`src/rtl/sort4_seq.sv`:
```
// Sequential four-element bubble sorter with early exit on a swap-free pass.
// One shared magnitude comparator is time-multiplexed across adjacent pairs.
module sort4_seq #(
  parameter int unsigned W = 4
) (
  input  logic         clk,
  input  logic         rst,
  input  logic         start,
  input  logic [W-1:0] in0,
  input  logic [W-1:0] in1,
  input  logic [W-1:0] in2,
  input  logic [W-1:0] in3,
  output logic [W-1:0] out0,
  output logic [W-1:0] out1,
  output logic [W-1:0] out2,
  output logic [W-1:0] out3,
  output logic [2:0]   swap_cnt,
  output logic         busy,
  output logic         done
);

  typedef enum logic [1:0] {StIdle, StCmp, StFin} state_e;

  state_e       state_q;
  logic [W-1:0] r_q [4];
  logic [W-1:0] out_q [4];
  logic [1:0]   p_q;
  logic [1:0]   i_q;
  logic         swapped_q;
  logic [2:0]   cnt_q;
  logic [2:0]   swap_cnt_q;
  logic         busy_q;
  logic         done_q;

  logic [1:0]   i_nxt;
  logic [W-1:0] cmp_a;
  logic [W-1:0] cmp_b;
  logic         cmp_gt;
  logic         pass_end;

  // Shared comparator: only "greater" matters, equal pairs stay put (stable sort).
  always_comb begin
    i_nxt    = i_q + 2'd1;
    cmp_a    = r_q[i_q];
    cmp_b    = r_q[i_nxt];
    cmp_gt   = (cmp_a > cmp_b);
    pass_end = (i_q == (2'd2 - p_q));
  end

  always_ff @(posedge clk or posedge rst) begin
    if (rst) begin
      state_q    <= StIdle;
      for (int k = 0; k < 4; k++) begin
        r_q[k]   <= '0;
        out_q[k] <= '0;
      end
      p_q        <= 2'd0;
      i_q        <= 2'd0;
      swapped_q  <= 1'b0;
      cnt_q      <= 3'd0;
      swap_cnt_q <= 3'd0;
      busy_q     <= 1'b0;
      done_q     <= 1'b0;
    end else begin
      done_q <= 1'b0;
      unique case (state_q)
        StIdle: begin
          if (start) begin
            r_q[0]    <= in0;
            r_q[1]    <= in1;
            r_q[2]    <= in2;
            r_q[3]    <= in3;
            p_q       <= 2'd0;
            i_q       <= 2'd0;
            swapped_q <= 1'b0;
            cnt_q     <= 3'd0;
            busy_q    <= 1'b1;
            state_q   <= StCmp;
          end
        end
        StCmp: begin
          if (cmp_gt) begin
            r_q[i_q]   <= cmp_b;
            r_q[i_nxt] <= cmp_a;
            swapped_q  <= 1'b1;
            cnt_q      <= cnt_q + 3'd1;
          end
          if (!pass_end) begin
            i_q <= i_nxt;
          end else if ((p_q == 2'd2) || !(swapped_q || cmp_gt)) begin
            state_q <= StFin;
          end else begin
            // Later assignment overrides the set above: new pass starts clean.
            p_q       <= p_q + 2'd1;
            i_q       <= 2'd0;
            swapped_q <= 1'b0;
          end
        end
        StFin: begin
          for (int k = 0; k < 4; k++) begin
            out_q[k] <= r_q[k];
          end
          swap_cnt_q <= cnt_q;
          done_q     <= 1'b1;
          busy_q     <= 1'b0;
          state_q    <= StIdle;
        end
        default: begin
          state_q <= StIdle;
          busy_q  <= 1'b0;
        end
      endcase
    end
  end

  assign out0     = out_q[0];
  assign out1     = out_q[1];
  assign out2     = out_q[2];
  assign out3     = out_q[3];
  assign swap_cnt = swap_cnt_q;
  assign busy     = busy_q;
  assign done     = done_q;

endmodule

```
`config.mk`:
```
export PLATFORM = sky130hd
export DESIGN_NAME = sort4_seq
export DESIGN_NICKNAME = d
export VERILOG_FILES = /design/src/rtl/sort4_seq.sv
export SDC_FILE = /design/constraint.sdc
export NUM_CORES = 1
export LEC_CHECK = 0
export ABC_AREA = 1
export BUFFER_PORTS_ARGS = -buffer_cell sky130_fd_sc_hd__buf_2
export CAP_MARGIN = 5
export CELL_PAD_IN_SITES_DETAIL_PLACEMENT = 0
export CELL_PAD_IN_SITES_GLOBAL_PLACEMENT = 1
export CORE_ASPECT_RATIO = 1.1
export CORE_UTILIZATION = 30
export CTS_BUF_LIST = sky130_fd_sc_hd__clkbuf_8
export DETAILED_ROUTE_END_ITERATION = 7
export PLACE_DENSITY_LB_ADDON = 0.1
export REMOVE_ABC_BUFFERS = 1
export SETUP_SLACK_MARGIN = 0.5
export SYNTH_ARGS = -nofsm -noshare
export SYNTH_HDL_FRONTEND = slang
export SYNTH_SLANG_ARGS = --single-unit
export TNS_END_PERCENT = 1
```
`constraint.sdc`:
```
create_clock -name clk -period 2.4 [get_ports clk]
set_input_delay 0.48 -clock clk [delete_from_list [all_inputs] [get_ports clk]]
set_output_delay 0.48 -clock clk [all_outputs]
set_load 0.05 [all_outputs]
```
==> results of run 1 <==
[registers in the layout, indices dropped and copies added, names as in the netlist, 3 cells and up]
| register | flops |
|---|---|
| swap_cnt | 3 |
| r_q | 16 |
| out1 | 4 |
| out3 | 4 |
| cnt_q | 3 |
| out2 | 4 |
| out0 | 4 |
[routing by layer]
metal	up-vias	routed length [µm]	share of wire
met4	0	117	0.014
met2	61	4030	0.48
met5	-	0	0
met3	9	331	0.039
met1	1271	3950	0.47
li1	1400	-	-
[cells by family after synthesis]
kind of cell,share of synthesized area
compound gates,0.0549
xor+xnor,0.00310
fa+ha+maj,0.0442
buf+inv,0.0650
flops,0.416
simple gates,0.417
[worst register-to-register path, delay by kind of cell, from the launching register on]
family                     cells  cell delay (ns)
AOI/OAI and AO/OA              1             0.20
adders and majority gates      1             0.29
buffers and inverters          3             0.39
DFF                            1             0.47
and+or+nand+nor                9             0.80
[through the flow]
| stage | hold WS [ns] | TNS (ns) | setup WS (ns) | instances | cell area [µm²] |
|---|---|---|---|---|---|
| 5_1_grt | 0.0721 | 0 | 0.0817 | 584 | 3660 |
| 6_report | 0.0692 | 0 | 0.199 | 584 | 3660 |
| 2_1_floorplan | 0.473 | -4.07 | -0.212 | 389 | 2730 |
| 3_5_place_dp | 0.412 | -0.562 | -0.0616 | 568 | 3260 |
| 4_1_cts | 0.0777 | 0 | 0.193 | 582 | 3600 |
| 3_3_place_gp | 0.408 | -0.00968 | -0.00968 | 568 | 3260 |
[cells in the mapped netlist, types with 3 or more instances]
cell type / count / share of area
nand3_2: 10 / 0.035
clkbuf_1: 4 / 0.0053
a21oi_1: 5 / 0.0088
o21ai_0: 12 / 0.021
nand3_1: 31 / 0.055
nor2_1: 8 / 0.011
dfrtp_1: 47 / 0.42
and2_1: 3 / 0.0066
or2_2: 3 / 0.0066
nand2_1: 218 / 0.29
inv_1: 18 / 0.024
nand2_2: 3 / 0.0066
o21ai_1: 14 / 0.025
ha_1: 10 / 0.044
buf_2: 6 / 0.011
[path summary, 6_finish.rpt]
path | startpoint | end | slack, ns | depth (start not counted)
worst max register to register | i_q[0]$_DFFE_PP0P_ | r_q[1]$_DFFE_PP0P_ | 0.20 | 14
max in group asynchronous | rst | r_q[9]$_DFFE_PP0P_ | 1.75 | 3
worst min register to register | out1[3]$_DFFE_PP0P_ | out1[3]$_DFFE_PP0P_ | 0.47 | 2
min in group clk | in3[0] | r_q[0]$_DFFE_PP0P_ | 0.47 | 5
worst min-delay path | rst | out3[1]$_DFFE_PP0P_ | 0.07 | 2
worst max-delay path | i_q[0]$_DFFE_PP0P_ | r_q[1]$_DFFE_PP0P_ | 0.20 | 14
[cell type report]
| type | count | area [µm²] | area share |
|---|---|---|---|
| inverters | 21 | 88.8 | 0.0243 |
| repair buffers | 73 | 482 | 0.132 |
| clock inverters | 3 | 63.8 | 0.0174 |
| multi-input cells | 321 | 1630 | 0.447 |
| well taps | 114 | 143 | 0.0390 |
| clock buffers | 5 | 68.8 | 0.0188 |
| flip-flops and latches | 47 | 1180 | 0.322 |
[repair_timing]
item / in CTS / in global routing
gates resized for setup: 33 / 13
buffers inserted: 6 / 2
pin swaps: 9 / 10
endpoints found under the setup margin: 26 / 26
[cell usage in the layout (no fill, tap or decap), types with 4 or more instances in the layout]
cell type,netlist,routed
a21oi_2,0,4
inv_1,18,16
dfrtp_1,47,46
nand2_1,218,209
nor2_1,8,8
buf_2,6,39
ha_1,10,6
nand3_2,10,13
nand2_2,3,11
o21ai_1,14,10
nand3_1,31,26
o21ai_0,12,12
clkbuf_8,0,5
buf_4,2,29
inv_2,2,4
==> reports/results.tsv, run 1 <==
stage	metric	value	unit
setup_path	criticalPathCategory	register to register	
setup_path	max_stage_delay	0.47	ns
setup_path	cp-end-kind	register	
routing	ant_nets	0	
global_routing	gr-usage-met2	0.295	
final_layout	nets	498	
logic_synthesis	synthArstFlopShare	1.00	
timing	slew_viol_final	0	
floorplanning	start_util	0.314	
run_status	status	completed	
logic_synthesis	yosysWarnings	0	
setup_path	start_kind	register	
clocking	cts.clk_slew.worst_paths	0.09	ns
global_routing	overflow	0	
timing	finClkSkew	0.00594	ns
clocking	cts_root_buffer	clkbuf_8	
clocking	cts.sinks	47	
timing	fmax	454	MHz
global_routing	grt_first_pass_wirelength	13.6	mm
setup_path	required	2.65	ns
clocking	clkLatencyLatePin	0.31	ns
timing	post-route-period-util	0.917	
clocking	tritoncts	done	
timing	worstMarginPinSlew	0.628	ns
timing	min_period	2.20	ns
setup_path	path_cells	buf_12 > nand2_1 > nand3_2 > and2_1 > ha_1 > nand2_2 > inv_2 > nand2_1 > nand2_2 > nand3_4 > a21oi_1 > buf_4 > nand2_1 > nand2_1	
global_routing	met1_usage	0.241	
logic_synthesis	syn-mean-instance-area	7.00	µm²
routing	first_pass_iters	4	
setup_path	critPathTopFamily	simple AND/OR/NAND/NOR gates	
clocking	cts_buffers	5	
routing	vias	2741	
setup_path	crit_slowest_cell	dfrtp_2	
min_path	hold_class	input port to async pin	
routing	viasPerCell	4.69	
placed_design	hpwl	6.22	mm
timing	relSlewSlack	0.580	
placed_design	place_congestion	0.901	
clocking	cts_buffer_depth	2	
logic_synthesis	synth-edff-count	0	
floorplanning	row_count	36	
floorplanning	coreArea	0.00901	mm²
setup_path	crit_fanout	20	
setup_path	cp_common_cell	nand2_1	
final_layout	drive_gt1_frac	0.279	
clocking	hold_buffers	0	
setup_path	cp.arrival	2.45	ns
global_routing	grtUsageTotal	0.179	
final_layout	diodes	0	
final_layout	synthToLayoutAreaGrowth	29.3	%
global_routing	antenna_found_initial	0	
global_routing	grt_max_degree	24	
logic_synthesis	syn_inst	404	
logic_synthesis	syn_area	0.00283	mm²
logic_synthesis	ys_ff_latch	47	
logic_synthesis	synth-seq-area-share	0.416	
floorplanning	io_pins	40	
routing	drt-initial-drc-count	113	
floorplanning	die_w	94.6	µm
timing	rsz0062_at_grt	yes	
floorplanning	die_area	0.00982	mm²
placed_design	portBuffers	39	
global_routing	grt_pass1_vias	2749	
flow_run	cap_viol_max_count	0	
timing	final_hold_viol_count	0	
global_routing	grt_use_met3	0.0272	
logic_synthesis	synth_cell_type_count	23	
timing	setup_violations	0	
final_layout	final_core_util	0.406	
logic_synthesis	synthFlopType	dfrtp_1	
routing	wl	8.43	mm
floorplanning	fp.dieH	104	µm
routing	drc_errors	0	
setup_path	path_buf_inv	3	
global_routing	grt-busiest-layer	met2	
clocking	ctsHtreeMaxLevel	2	
routing	wl_per_cell	14.4	µm
final_layout	fill_cells	997	
Power of run 1 is not shown: default switching activity piles up to over one toggle a cycle in this logic, so the estimate is an artifact.
==> run 2, diff against run 1 <==
==> constraint.sdc (replaced) <==
create_clock -name clk -period 2.4 [get_ports clk]
set_input_delay 0.24 -clock clk [delete_from_list [all_inputs] [get_ports clk]]
set_output_delay 0.24 -clock clk [all_outputs]
set_load 0.05 [all_outputs]
==> reports/results.tsv, run 2 (synthesized netlist as in run 1, its figures left out) <==
stage	metric	value	unit
run_status	status	completed	
clocking	cts.sinks	47	
final_layout	synthToLayoutAreaGrowth	30.4	%
setup_path	required	2.64	ns
setup_path	cp.arrival	2.45	ns
routing	first_pass_iters	4	
final_layout	diodes	0	
final_layout	top_register	r_q	
timing	setup_violations	0	
final_layout	fill_cells	973	
floorplanning	start_util	0.314	
global_routing	overflow	0	
clocking	cts.clk_slew.worst_paths	0.09	ns
final_layout	final_core_util	0.409	
floorplanning	die_w	94.6	µm
global_routing	grtUsageTotal	0.182	
timing	relSlewSlack	0.523	
placed_design	hpwl	6.24	mm
clocking	clkLatencyLatePin	0.31	ns
setup_path	cp-end-kind	register	
routing	wl_per_cell	14.2	µm
routing	vias	2709	
routing	drt-initial-drc-count	111	
timing	final_hold_viol_count	0	
routing	viasPerCell	4.64	
placed_design	portBuffers	39	
timing	slew_viol_final	0	
timing	min_period	2.21	ns
floorplanning	io_pins	40	
routing	ant_nets	0	
global_routing	grt_max_degree	25	
floorplanning	coreArea	0.00901	mm²
final_layout	largest_reg_flops	16	
clocking	tritoncts	done	
timing	rsz0062_at_grt	yes	
setup_path	crit_fanout	6	
clocking	cts_buffer_depth	2	
global_routing	grt_pass1_vias	2666	
global_routing	antenna_found_initial	0	
floorplanning	fp.dieH	104	µm
timing	finClkSkew	0.0130	ns
timing	hold_slack	0.225	ns
timing	fmax	453	MHz
min_path	hold_class	input port to register	
flow_run	cap_viol_max_count	0	
placed_design	place_congestion	0.912	
routing	drc_errors	0	
floorplanning	row_count	36	
floorplanning	die_area	0.00982	mm²
final_layout	final_common_cell	nand2_1	
final_layout	nets	498	
final_layout	drive_gt1_frac	0.287	
routing	wl	8.31	mm
global_routing	grt_first_pass_wirelength	13.7	mm
timing	post-route-period-util	0.921	
clocking	cts_root_buffer	clkbuf_8	
clocking	cts_buffers	5	
setup_path	criticalPathCategory	register to register	
setup_path	start_kind	register	
clocking	ctsHtreeMaxLevel	2	
timing	worstMarginPinSlew	0.715	ns
final_layout	final_cell_mix	nand2_1 (206), dfrtp_1 (46), buf_2 (39)	
[run 2: changes by cell type in the layout (fill, tap and decap cells not counted), sizes merged]
cell / change
buf: -1
dlygate4sd3: +1
[run 2: cell type report]
cell class              instances  area, µm²  area share
clock buffers                   5       68.8      0.0187
clock inverters                 3       63.8      0.0173
inverters                      21       88.8      0.0241
multi-input cells             321       1640       0.446
flip-flops and latches         47       1180       0.319
well taps                     114        143      0.0387
repair buffers                 73        500       0.136
[run 2: critical path, stage by stage, from the launching register on]
cell and delay [ns]:
dfrtp_2 0.46, inv_8 0.05, ha_4 0.30, inv_4 0.06
nand3_2 0.06, nand2_2 0.08, ha_4 0.28, nand2_2 0.05
inv_2 0.06, nand2_2 0.05, nand2_2 0.08, nand3_4 0.16
a21oi_2 0.21, buf_6 0.14, nand2_2 0.05, nand2_1 0.05
[run 2: metrics by stage]
| stage | instance area (µm²) | std cells | setup slack [ns] | setup TNS, ns |
|---|---|---|---|---|
| floorplan | 2730 | 389 | -0.212 | -4.07 |
| global placement | 3260 | 567 | -0.0391 | -0.110 |
| detailed placement | 3260 | 567 | -0.0754 | -0.675 |
| CTS | 3660 | 583 | 0.184 | 0 |
| global route | 3690 | 584 | 0.0887 | 0 |
| finish | 3690 | 584 | 0.191 | 0 |
[run 2: routing by layer]
layer | up-vias | GRT usage | share of wire | routed length, µm
li1 | 1398 | - | - | -
met1 | 1251 | 0.253 | 0.49 | 4100
met2 | 49 | 0.288 | 0.47 | 3870
met3 | 11 | 0.0264 | 0.025 | 211
met4 | 0 | 0.0563 | 0.016 | 131
met5 | - | 0 | 0 | 0
[run 2: repair_timing]
item                       CTS  global route
hold endpoints to repair    22             0
cloned                       1             0
buffers inserted             6             1
setup endpoints to repair   26            26
resized for setup           45             7
hold buffers                 1             0
pin swaps                   13             8
[run 2: worst paths after layout]
kind | start | endpoint | slack [ns] | cells after the start
min in group asynchronous | rst | out3[1]$_DFFE_PP0P_ | 0.49 | 3
max | i_q[0]$_DFFE_PP0P_ | r_q[13]$_DFFE_PP0P_ | 0.19 | 15
min | in3[2] | r_q[2]$_DFFE_PP0P_ | 0.22 | 5
max in group asynchronous | rst | i_q[0]$_DFFE_PP0P_ | 1.31 | 4
min reg2reg | out1[1]$_DFFE_PP0P_ | out1[1]$_DFFE_PP0P_ | 0.47 | 2
max reg2reg | i_q[0]$_DFFE_PP0P_ | r_q[13]$_DFFE_PP0P_ | 0.19 | 15
Power of run 2 is left out for the same reason.
==> run 3, diff against run 2 <==
==> constraint.sdc (replaced) <==
create_clock -name clk -period 2.8 [get_ports clk]
set_input_delay 0.28 -clock clk [delete_from_list [all_inputs] [get_ports clk]]
set_output_delay 0.28 -clock clk [all_outputs]
set_load 0.05 [all_outputs]
==> reports/results.tsv, run 3 (synthesized netlist as in run 1, its figures left out) <==
stage	metric	value	unit
timing	worst_slack	0.578	ns
clocking	cts_root_buffer	clkbuf_8	
setup_path	rr_worst_depth	15	
final_layout	stdcell_area	0.00368	mm²
setup_path	path_buf_inv	3	
floorplanning	io_pins	40	
routing	ant_nets	0	
clocking	cts_buffers	5	
clocking	ctsHtreeMaxLevel	2	
floorplanning	start_util	0.314	
timing	slew_viol_final	0	
placed_design	hpwl	6.12	mm
setup_path	crit_fanout	6	
routing	wl_per_cell	14.8	µm
run_status	status	completed	
global_routing	grt_use_met3	0.0301	
placed_design	place_ws	0.291	ns
global_routing	met1_usage	0.246	
timing	finClkSkew	0.00491	ns
floorplanning	die_w	94.6	µm
setup_path	max_stage_delay	0.47	ns
clocking	tritoncts	done	
routing	vias	2703	
setup_path	cp-end-kind	register	
clocking	cts.clk_slew.worst_paths	0.09	ns
placed_design	post_dp_cell_area	0.00314	mm²
floorplanning	row_count	36	
timing	setup_violations	0	
min_path	hold_class	input port to async pin	
floorplanning	fp.dieH	104	µm
timing	fmax	450	MHz
timing	relSlewSlack	0.439	
clocking	cts_buffer_depth	2	
setup_path	crit_slowest_cell	dfrtp_2	
setup_path	path_cells	inv_8 > ha_4 > buf_6 > nand3_2 > nand2_2 > ha_4 > nand2_2 > inv_2 > nand2_2 > nand2_2 > nand3_4 > nand2_8 > o21ai_4 > nand2_1 > nand2_1	
floorplanning	coreArea	0.00901	mm²
global_routing	grt_pass1_vias	2647	
global_routing	antenna_found_initial	0	
timing	worstMarginPinSlew	0.839	ns
clocking	clkLatencyLatePin	0.31	ns
global_routing	grt_max_degree	48	
routing	first_pass_iters	5	
global_routing	gr-usage-met2	0.282	
setup_path	rr_endpoint	r_q[7]$_DFFE_PP0P_	
final_layout	drive_gt1_frac	0.290	
global_routing	grtUsageTotal	0.180	
global_routing	overflow	0	
final_layout	synthToLayoutAreaGrowth	30.1	%
routing	wl	8.45	mm
final_layout	final_cell_mix	nand2_1 (202), dfrtp_1 (46), buf_2 (39)	
setup_path	cp_common_cell	nand2_2	
placed_design	portBuffers	39	
setup_path	cp.arrival	2.43	ns
timing	min_period	2.22	ns
routing	viasPerCell	4.73	
global_routing	grt-busiest-layer	met2	
timing	setup_tns	0	ns
clocking	cts.sinks	47	
setup_path	reg2reg_from	i_q[0]$_DFFE_PP0P_	
routing	drt-initial-drc-count	126	
final_layout	top_register	r_q	
routing	drc_errors	0	
setup_path	regToRegSetupSlack	0.58	ns
final_layout	fill_cells	1002	
setup_path	criticalPathCategory	register to register	
final_layout	diodes	0	
floorplanning	die_area	0.00982	mm²
final_layout	largest_reg_flops	16	
timing	post-route-period-util	0.793	
flow_run	cap_viol_max_count	0	
setup_path	start_kind	register	
global_routing	grt_first_pass_wirelength	13.7	mm
timing	rsz0062_at_grt	yes	
timing	final_hold_viol_count	0	
final_layout	nets	486	
final_layout	final_common_cell	nand2_1	
setup_path	required	3.01	ns
setup_path	critPathTopFamily	simple AND/OR/NAND/NOR gates	
placed_design	place_congestion	0.908	
[run 3: cell types whose count changed in the layout (fill, tap and decap cells not counted), sizes merged]
cell	change
buf	-11
dlygate4sd3	-1
[run 3: layout make-up]
type                            instances  area, µm²  share of cell area
Inverter                               21       86.3              0.0235
Sequential cell                        47       1180               0.320
Timing Repair Buffer                   61        393               0.107
Multi-Input combinational cell        321       1750               0.475
Clock inverter                          3       63.8              0.0173
Clock buffer                            5       68.8              0.0187
Tap cell                              114        143              0.0388
[run 3: worst max-delay path by stage]
stage	depth (start not counted)	start	slack (ns)	endpoint
after floorplan	15	i_q[0]$_DFFE_PP0P_	0.19	r_q[0]$_DFFE_PP0P_
after global placement	14	i_q[0]$_DFFE_PP0P_	0.29	r_q[5]$_DFFE_PP0P_
after detailed placement	15	i_q[0]$_DFFE_PP0P_	0.29	r_q[5]$_DFFE_PP0P_
after CTS	14	i_q[0]$_DFFE_PP0P_	0.50	cnt_q[1]$_DFFE_PP0P_
after global routing	17	i_q[0]$_DFFE_PP0P_	0.46	r_q[14]$_DFFE_PP0P_
final	15	i_q[0]$_DFFE_PP0P_	0.58	r_q[7]$_DFFE_PP0P_
[run 3: tightest hold or removal path: stages]
cell and delay, ns:
buf_2 0.10, inv_2 0.03, buf_4 0.49
[run 3: per-stage QoR]
step	hold slack [ns]	util	cells
final	0.113	0.408	572
after global routing	0.159	0.408	572
after CTS	0.152	0.382	563
after detailed placement	0.453	0.349	552
after global placement	0.448	0.349	552
after floorplan	0.473	-	389
[run 3: timing repair]
item,CTS,global route
hold buffers,0,0
buffers inserted,3,9
setup endpoints to repair,20,26
resized for setup,26,43
pin swaps,4,16
[run 3: routing by layer]
layer / wire length, µm / share of wire
met5: 0 / 0
met4: 193 / 0.023
met3: 240 / 0.028
met2: 4010 / 0.47
met1: 4010 / 0.47
Power of run 3 is left out for the same reason.
